===== config.mk =====
export PLATFORM = sky130hd
export DESIGN_NAME = fetch_unit
export DESIGN_NICKNAME = d
export VERILOG_FILES = /design/src/rtl/fetch_unit.sv
export SDC_FILE = /design/constraint.sdc
export NUM_CORES = 1
export LEC_CHECK = 0
export BUFFER_PORTS_ARGS = -buffer_cell sky130_fd_sc_hd__buf_2
export CORE_ASPECT_RATIO = 1.25
export CORE_UTILIZATION = 45
export CTS_BUF_LIST = sky130_fd_sc_hd__clkbuf_8
export CTS_CLUSTER_DIAMETER = 120
export DETAILED_ROUTE_END_ITERATION = 8
export PLACE_DENSITY = 0.69
export SYNTH_ARGS = -nofsm -noshare
export SYNTH_HDL_FRONTEND = slang
export SYNTH_SLANG_ARGS = --single-unit

===== constraint.sdc =====
create_clock -name clk -period 8.6 [get_ports clk]
set_clock_uncertainty 0.2 [all_clocks]
set_input_delay 0.43 -clock clk [delete_from_list [all_inputs] [get_ports clk]]
set_output_delay 0.43 -clock clk [all_outputs]
set_load 0.1 [all_outputs]

===== src/rtl/fetch_unit.sv =====
// fetch_unit: program counter, imem request/response handshake and an
// in-order instruction FIFO for the decoder; redirects flush and kill.
module fetch_unit #(
  parameter logic [31:0] RESET_PC = 32'h0000_0000,
  parameter int          DEPTH    = 2
) (
  input  logic        clk,
  input  logic        rst_n,
  output logic        imem_req,
  output logic [31:0] imem_addr,
  input  logic        imem_ready,
  input  logic        imem_rvalid,
  input  logic [31:0] imem_rdata,
  output logic        inst_valid,
  output logic [31:0] inst,
  output logic [31:0] inst_addr,
  input  logic        inst_ready,
  input  logic        redirect_valid,
  input  logic [31:0] redirect_pc
);

  localparam int PW = $clog2(DEPTH);
  localparam int CW = PW + 1;
  localparam logic [CW:0] LIMIT = (CW+1)'(DEPTH);

  typedef enum logic [1:0] {
    BOOT,
    RUN,
    DRAIN
  } state_t;

  state_t state, state_nxt;

  logic [31:0] pc, pc_nxt;

  logic [31:0] fq_inst [DEPTH];
  logic [31:0] fq_addr [DEPTH];
  logic [31:0] aq_addr [DEPTH];

  logic [PW-1:0] f_wr, f_rd;
  logic [PW-1:0] a_wr, a_rd;

  logic [CW-1:0] f_cnt, f_cnt_nxt;
  logic [CW-1:0] out_cnt, out_cnt_nxt;
  logic [CW-1:0] kill_cnt, kill_cnt_nxt;

  logic acc, rsp, redir, push, pop;
  logic unused_pc_lsb;

  assign unused_pc_lsb = ^redirect_pc[1:0];

  // Credit: outstanding plus buffered may never exceed the FIFO depth
  assign imem_req  = (state == RUN) &&
                     (({1'b0, out_cnt} + {1'b0, f_cnt}) < LIMIT);
  assign imem_addr = pc;

  assign inst_valid = (f_cnt != '0);
  assign inst       = inst_valid ? fq_inst[f_rd] : 32'h0000_0013;
  assign inst_addr  = inst_valid ? fq_addr[f_rd] : 32'h0;

  assign acc   = imem_req & imem_ready;
  assign rsp   = imem_rvalid & (out_cnt != '0);
  assign redir = redirect_valid & (state != BOOT);
  assign push  = rsp & (kill_cnt == '0) & ~redir;
  assign pop   = inst_valid & inst_ready & ~redir;

  always_comb begin
    state_nxt    = state;
    pc_nxt       = pc;
    out_cnt_nxt  = out_cnt + CW'(acc) - CW'(rsp);
    kill_cnt_nxt = kill_cnt;
    f_cnt_nxt    = f_cnt + CW'(push) - CW'(pop);
    if (rsp && (kill_cnt != '0))
      kill_cnt_nxt = kill_cnt - CW'(1);
    if (acc)
      pc_nxt = pc + 32'd4;
    unique case (state)
      BOOT: state_nxt = RUN;
      RUN, DRAIN: begin
        // Everything still in flight after a redirect is stale
        if (redir) begin
          pc_nxt       = {redirect_pc[31:2], 2'b00};
          kill_cnt_nxt = out_cnt_nxt;
          f_cnt_nxt    = '0;
        end
        state_nxt = (kill_cnt_nxt != '0) ? DRAIN : RUN;
      end
      default: state_nxt = BOOT;
    endcase
  end

  always_ff @(posedge clk or negedge rst_n) begin
    if (!rst_n) begin
      state    <= BOOT;
      pc       <= RESET_PC;
      out_cnt  <= '0;
      kill_cnt <= '0;
      f_cnt    <= '0;
      f_wr     <= '0;
      f_rd     <= '0;
      a_wr     <= '0;
      a_rd     <= '0;
    end else begin
      state    <= state_nxt;
      pc       <= pc_nxt;
      out_cnt  <= out_cnt_nxt;
      kill_cnt <= kill_cnt_nxt;
      f_cnt    <= f_cnt_nxt;
      if (acc)
        a_wr <= a_wr + PW'(1);
      if (rsp)
        a_rd <= a_rd + PW'(1);
      if (redir) begin
        f_wr <= '0;
        f_rd <= '0;
      end else begin
        if (push)
          f_wr <= f_wr + PW'(1);
        if (pop)
          f_rd <= f_rd + PW'(1);
      end
    end
  end

  always_ff @(posedge clk) begin
    if (acc)
      aq_addr[a_wr] <= pc;
    if (push) begin
      fq_inst[f_wr] <= imem_rdata;
      fq_addr[f_wr] <= aq_addr[a_rd];
    end
  end

endmodule


# After elaboration in Yosys (flattened, before gate mapping)

Memories as Yosys holds them, arrays and structs flattened.
Cells that the tools add are included.

$add $sub $neg: 11
$mul: 0
Div/mod/pow operators: 0
$lt $le $gt $ge: 1
Eq/ne operators: 2
Shifts and indexed selects: 0
Multiplexer cells: 21
Bitwise gates (word level): 8
Reduce and logical (&&, ||, !) cells: 12

Operators by type and width:

| operator              | count |
|---|---|
| $mux 32               | 5 |
| $add 32x3->32 const B | 1 |
| $mux 2                | 7 |
| $reduce_bool 2->1     | 7 |
| $mux 1                | 8 |
| $and 1x1->1           | 7 |
| $add 1x1->1 const B   | 4 |
| $add 2x1->2           | 2 |
| $logic_not 2->1       | 2 |
| $pmux 2 s2            | 1 |
| $sub 2x1->2           | 2 |
| $add 2x2->3           | 1 |
| $lt 3x2->1 const B    | 1 |
| $eq 2x1->1 const B    | 1 |
| $eq 2x2->1 const B    | 1 |
| $logic_and 1x1->1     | 2 |
| $reduce_or 2->1       | 1 |
| $sub 2x1->2 const B   | 1 |
| $not 1->1             | 1 |

Flip-flop bits (word level): 44
Latch bits: 0
Memory bits (writable): 192
Memory bits (read-only): 0
Memories: 3

Memories:

| memory  | words | width | rd ports | clocked after memory_dff | write ports | line | text |
|---|---|---|---|---|---|---|---|
| aq_addr | 2     | 32    | 1        | 0                        | 1           | 38   | `logic [31:0] aq_addr [DEPTH];` |
| fq_addr | 2     | 32    | 1        | 0                        | 1           | 37   | `logic [31:0] fq_addr [DEPTH];` |
| fq_inst | 2     | 32    | 1        | 0                        | 1           | 36   | `logic [31:0] fq_inst [DEPTH];` |

# Logic depth before layout (Yosys ltp)

Gate-level depths: netlist of run 1.

Word-level depth: 11
Mapped depth: 12

# Least setup slack after synthesis of run 1

OpenSTA, ideal clock, no wires.

Path type: reg-to-reg
Start: register state[0]
End: memory fq_addr[0][10], enable pin
Setup time: 482 ps
Data arrival time: 3710 ps
Required time: 7918 ps
Setup slack: 4208 ps
Stages on the path, launching flop included: 7
Path buffers: 1
Clock period less this slack: 4392 ps
Path through: dfrtp_1 > inv_1 > ha_1 > nor2b_1 > clkbuf_1 > or2_2 > nor2_1

Word-level cells in the longest chain between the ends: 6

Ends and longest elaborated chain:

| item                         | line | text |
|---|---|---|
| start, declared              | 32   | `state_t state, state_nxt;` |
| start signal, assigned       | 104  | `state <= state_nxt;` |
| $reduce_bool 2->1            | 63   | `assign redir = redirect_valid & (state != BOOT);` |
| $and 1x1->1                  | 63   |  |
| $not 1->1                    | 64   | `assign push = rsp & (kill_cnt == '0) & ~redir;` |
| $and 1x1->1                  | 64   |  |
| $mux 1                       | 128  | `if (push) begin` |
| $mux 1 (implied by the code) | 130  | `fq_addr[f_wr] <= aq_addr[a_rd];` |
| end, declared                | 37   |  |

No other way between the ends.

# Worst setup path in the final report of run 1

Start: register out_cnt[0]
End: register pc[27], in the netlist imem_addr[27]

Word-level cells in the longest chain between the ends: 7

Ends and longest elaborated chain:

| item                   | line | text |
|---|---|---|
| start, declared        | 44   | `logic [CW-1:0] out_cnt, out_cnt_nxt;` |
| start signal, assigned | 106  | `out_cnt <= out_cnt_nxt;` |
| $add 2x2->3 *          | 54   | `(({1'b0, out_cnt} + {1'b0, f_cnt}) < LIMIT);` |
| $lt 3x2->1 *           | 54   |  |
| $logic_and 1x1->1 *    | 53   | `assign imem_req = (state == RUN) &&` |
| $and 1x1->1 *          | 61   | `assign acc = imem_req & imem_ready;` |
| $mux 32 *              | 75   | `if (acc)` |
| $mux 32                | 81   | `if (redir) begin` |
| $mux 32 *              | 77   | `unique case (state)` |
| named net pc_nxt[27]   | 34   | `logic [31:0] pc, pc_nxt;` |
| end signal, assigned   | 105  | `pc <= pc_nxt;` |
| end, declared          | 34   |  |

Mark *: on every way through the listed nets, which the timed path passes. The rest lies on a longest branch.
A chain may end at the register's enable or synchronous reset.

==> flow_metrics.tcl, run 1 <==
set metrics [dict create \
    outcome "finished clean" \
    nNetsFinal 941 \
    hold_viol_final 0 \
    die-height_um 162 \
    tightest_slew_ps 1120 \
    post_cts_buffers 0 \
    cts_num_sinks 226 \
    slowest_delay_ps 1020 \
    final_antenna_net_count 0 \
    worst_hold_path_type "input port to flip-flop" \
    num_rows 58 \
    htree_levels 2 \
    postCtsResizedCells 0 \
    vias_per_cell 4.91 \
    worstHoldEndpoint "state[0]$_DFF_PN0_" \
    worstSetupPathType "flip-flop to flip-flop" \
    critPathCaptureType "flip-flop" \
    area_growth_pct 25.2 \
    drc 0 \
    start_util 0.459 \
    synth_most_common_cell "edfxtp_1" \
    grt_pass1_wl_um 29200 \
    synth_edf_count 184 \
    r2r_end "imem_addr[27]$_DFF_PN0_" \
    tritoncts "done" \
    cts_made_buffers 35 \
    worst_slack_ps 5110 \
    synth_async_sr_flop_share 0.186 \
    cp_cell_sequence "and2_1 -> fa_1 -> nand4bb_1 -> nor4_2 -> nand3_1 -> xnor2_1 -> a21oi_1" \
    top_level_ports 168 \
    synth_area_leader_cell "edfxtp_1" \
    period_needed_ps 3490 \
    finalSetupTns_ps 0 \
    reg2reg_depth 7 \
    clock.fmax_ghz 0.287 \
    grt_overflow_total 0 \
    postCtsHoldBufs 63 \
    syn_area_um2 9230 \
    crit_buf_inv 0 \
    die_area_um2 21100 \
    die_x_um 130 \
    gp_congestion 0.868 \
    dr_total_vias 5687 \
    grt_max_degree 66 \
    grt_usage 0.180 \
    drt_iter0_drc 239 \
    dp_hpwl_um 11700 \
    dp_slack_ps 5090 \
    synth_area_leaders "edfxtp_1, dfrtp_1, mux2i_1, nor2_1, mux2_2" \
    core-area_um2 20100 \
    synthCells 622 \
    crit_family "simple AND/OR/NAND/NOR gates" \
    rsz0062_at_grt "false" \
    nFillCells 1626 \
    totalWireLength_um 18900 \
    clk_latency_ps 510 \
    drive_above_1_share 0.285 \
    yosysUniqueCellTypes 39 \
    cp_max_fo 11 \
    wl_per_cell_um 16.3 \
    min_period_over_period 0.405 \
    cp_slowest_cell "nor4_2" \
    clk_pin_slew_ps 60 \
    crit_path_start_kind "flip-flop" \
    hp-start "redirect_valid" \
    max_slew_margin 0.249 \
    final-seq-area_um2 6580 \
    first_global_vias 5896 \
    multi_input_area_um2 2500 \
    reg2reg_slack_ps 5110 \
    ys_seq_area_frac 0.713 \
    drt_pre_antenna_iters 4 \
    cts-root-buf "clkbuf_8" \
    setup_viol 0 \
    yosysTopAreaCellShare 0.599 \
    cap_violations 0 \
    clock_path_buffers 3 \
    crit_arrival_ps 3620 \
    grt_antenna_before_repair 0 \
    hold_depth 3 \
    io_buffers 161 \
    synth_seq_cells 226 \
    ys.flop_type "edfxtp_1" \
    slew_violations 0 \
    yosysWarnings 0 \
    r2r_start "out_cnt[0]$_DFF_PN0_" \
    syn_area_per_cell_um2 14.8 \
    worst_ep_required_time_ps 8740 \
    synth_commonest_cells "edfxtp_1, nor2_1, mux2i_1" \
]
## placed cells by master (no fill, tap or decap), drive strengths merged, types with 2 or more instances in the layout
cell / Yosys / final
clkinv: 0 / 7
mux2: 30 / 30
a21oi: 32 / 32
dfrtp: 42 / 42
nor2: 103 / 103
and2: 2 / 2
nand2: 16 / 16
mux2i: 64 / 64
and3: 5 / 5
dlygate4sd3: 0 / 63
nand3: 12 / 12
nor3: 4 / 4
nand2b: 2 / 2
conb: 1 / 4
clkbuf: 14 / 35
and4: 2 / 2
ha: 9 / 9
edfxtp: 184 / 184
nor3b: 2 / 2
o21ai: 2 / 2
xnor2: 13 / 13
xor2: 25 / 25
buf: 17 / 167
nand4: 13 / 13
clkinvlp: 0 / 3
inv: 14 / 32
or2: 2 / 2
nor4: 4 / 4
## cell type report
class,count,area share
sequential,226,0.569
multi-input combinational,354,0.217
timing repair buffer,230,0.128
clock buffer,35,0.0417
tap,270,0.0292
clock inverter,28,0.0103
inverter,14,0.00455
antenna,1,0.000217
## flip-flops by register name, indices dropped and copies added (netlist names)
signal and flops:
a_wr 1, f_cnt 2, out_cnt 2, fq_addr 60, kill_cnt 2, imem_addr 30, fq_inst 64, f_wr 1
a_rd 1, state 2, f_rd 1, aq_addr 60
## per-stage QoR
stage	util	cell area [um2]	cells	hold slack (ps)
2_1_floorplan	-	9240	625	-65.6
3_3_place_gp	0.514	10300	1031	265
3_5_place_dp	0.514	10300	1031	267
4_1_cts	0.575	11600	1157	11.6
5_1_grt	0.575	11600	1157	20.3
6_report	0.575	11600	1158	39.2
## worst max-delay path by stage
| stage | from | endpoint | slack (ps) | cells past startpoint |
|---|---|---|---|---|
| final | out_cnt[0]$_DFF_PN0_ | imem_addr[27]$_DFF_PN0_ | 5110 | 7 |
| after global routing | f_cnt[0]$_DFF_PN0_ | imem_addr[27]$_DFF_PN0_ | 4800 | 7 |
| after CTS | f_cnt[0]$_DFF_PN0_ | imem_addr[27]$_DFF_PN0_ | 5090 | 7 |
| after detailed placement | f_cnt[0]$_DFF_PN0_ | imem_addr[27]$_DFF_PN0_ | 5090 | 7 |
| after global placement | f_cnt[0]$_DFF_PN0_ | imem_addr[25]$_DFF_PN0_ | 5190 | 7 |
| after floorplan | state[0]$_DFF_PN0_ | fq_addr[0][10]$_DFFE_PP_ | 4210 | 6 |
## kinds of logic after synthesis
family	Yosys count	share of synthesized area
flops	226	0.713
buf+inv	45	0.0203
other cells	1	0.000406
xor+xnor	38	0.0361
simple gates	171	0.0883
fa+ha+maj	10	0.0144
mux	94	0.106
compound gates	37	0.0218
## metal layers
metal,up-vias,global-route usage,part of all wire
met5,-,0,0
met1,2770,0.203,0.40
li1,2737,-,-
met4,0,0.0703,0.026
met2,142,0.330,0.53
met3,38,0.0343,0.039
## worst register-to-register path, cell delays in order, from the launching register on
cell	delay, ps
dfrtp_1	410
and2_1	180
fa_1	460
nand4bb_1	460
nor4_2	1020
nand3_1	270
xnor2_1	230
a21oi_1	90
Power of run 1 is not shown: default switching activity piles up to over one toggle a cycle in this logic, so the estimate is an artifact.
==> run 2, diff against run 1 <==
==> constraint.sdc (replaced) <==
create_clock -name clk -period 3.4 [get_ports clk]
set_clock_uncertainty 0.2 [all_clocks]
set_input_delay 0.17 -clock clk [delete_from_list [all_inputs] [get_ports clk]]
set_output_delay 0.17 -clock clk [all_outputs]
set_load 0.1 [all_outputs]
==> flow_metrics.tcl, run 2 (synthesized netlist as in run 1, its figures left out) <==
set metrics [dict create \
    outcome "finished clean" \
    crit_path_start_kind "flip-flop" \
    top_register "fq_inst" \
    period_needed_ps 2980 \
    clock.fmax_ghz 0.336 \
    crit_arrival_ps 2610 \
    die_x_um 130 \
    r2r_start "out_cnt[0]$_DFF_PN0_" \
    nFillCells 1636 \
    dr_total_vias 5752 \
    cts_made_buffers 36 \
    die-height_um 162 \
    slew_violations 0 \
    postCtsResizedCells 0 \
    worst_ep_required_time_ps 3030 \
    final-seq-area_um2 6580 \
    dp_hpwl_um 12000 \
    max_slew_margin 0.332 \
    first_global_vias 6079 \
    gp_congestion 0.862 \
    n_antenna_cell 0 \
    clk_pin_slew_ps 60 \
    fin_area_um2 11700 \
    htree_levels 2 \
    r2r_end "state[0]$_DFF_PN0_" \
    hold_viol_final 0 \
    postCtsHoldBufs 68 \
    layout_common_cells "edfxtp_1, buf_2, nor2_1, dlygate4sd3_1, mux2i_1" \
    final_common_cell "edfxtp_1" \
    die_area_um2 21100 \
    cap_violations 0 \
    reg_top3 "fq_inst x64, aq_addr x60, fq_addr x60" \
    clock_path_buffers 3 \
    cp_max_fo 5 \
    start_util 0.459 \
    worst_hold_path_type "input port to async pin" \
    rsz0062_at_grt "false" \
    clk_latency_ps 530 \
    grt_overflow_total 0 \
    min_period_over_period 0.876 \
    finalSetupTns_ps 0 \
    io_buffers 161 \
    final_antenna_net_count 0 \
    placed_area_um2 10400 \
    area_growth_pct 27.0 \
    largest_register_ffs 64 \
    drc 0 \
    drt_pre_antenna_iters 5 \
    totalWireLength_um 18800 \
    grt_antenna_before_repair 0 \
    num_rows 58 \
    vias_per_cell 4.93 \
    setup_viol 0 \
    top_level_ports 168 \
    cts_num_sinks 226 \
    drt_iter0_drc 261 \
    wl_per_cell_um 16.2 \
    grt_max_degree 63 \
    worstSetupPathType "flip-flop to output pin" \
    core-area_um2 20100 \
    cts-root-buf "clkbuf_8" \
    multi_input_area_um2 2500 \
    grt_usage 0.179 \
    post_cts_buffers 0 \
    reg2reg_depth 10 \
    tritoncts "done" \
    grt_pass1_wl_um 29000 \
    critPathCaptureType "output pin" \
    drive_above_1_share 0.300 \
    tightest_slew_ps 1000 \
    reg2reg_slack_ps 470 \
    nNetsFinal 953 \
]
## run 2: cell count changes in the layout (fill, tap and decap cells not counted), sizes merged
| cell | before | now |
|---|---|---|
| dlygate4sd3 | 63 | 68 |
| diode | 1 | 0 |
| inv | 32 | 17 |
| buf | 167 | 173 |
| bufinv | 0 | 1 |
| clkbuf | 35 | 36 |
| clkinvlp | 3 | 1 |
| clkinv | 7 | 20 |
## run 2: worst max path at each step
stage,startpoint,endpoint,cells past startpoint
finish,out_cnt[0]$_DFF_PN0_,imem_req,5
CTS,out_cnt[0]$_DFF_PN0_,imem_req,5
global route,out_cnt[0]$_DFF_PN0_,state[0]$_DFF_PN0_,10
global placement,f_cnt[0]$_DFF_PN0_,state[0]$_DFF_PN0_,10
floorplan,state[0]$_DFF_PN0_,fq_addr[0][10]$_DFFE_PP_,6
detailed placement,f_cnt[0]$_DFF_PN0_,state[0]$_DFF_PN0_,10
## run 2: stage by stage
step,std cells,setup slack [ps],util,hold WS [ps]
floorplan,625,-992,-,-326
finish,1166,421,0.583,152
detailed placement,1037,470,0.517,163
CTS,1166,392,0.583,152
global placement,1037,537,0.517,159
global route,1166,279,0.583,166
## run 2: final cells by class
class | instances | area share
clock inverter | 25 | 0.0126
multi-input combinational | 354 | 0.214
clock buffer | 36 | 0.0423
sequential | 226 | 0.562
timing repair buffer | 241 | 0.137
inverter | 14 | 0.00448
tap | 270 | 0.0288
## run 2: layer usage
layer | track usage | up-vias | share of wire
li1 | - | 2751 | -
met1 | 0.201 | 2775 | 0.39
met2 | 0.323 | 178 | 0.53
met3 | 0.0323 | 48 | 0.044
met4 | 0.0893 | 0 | 0.032
met5 | 0 | - | 0
## run 2: worst max-delay path, cell delays in order (launching register included)
cell and delay, ps:
dfrtp_1 400, and2_1 180, fa_1 460, or3b_4 480, inv_1 110, buf_2 440
Power of run 2 is left out for the same reason.
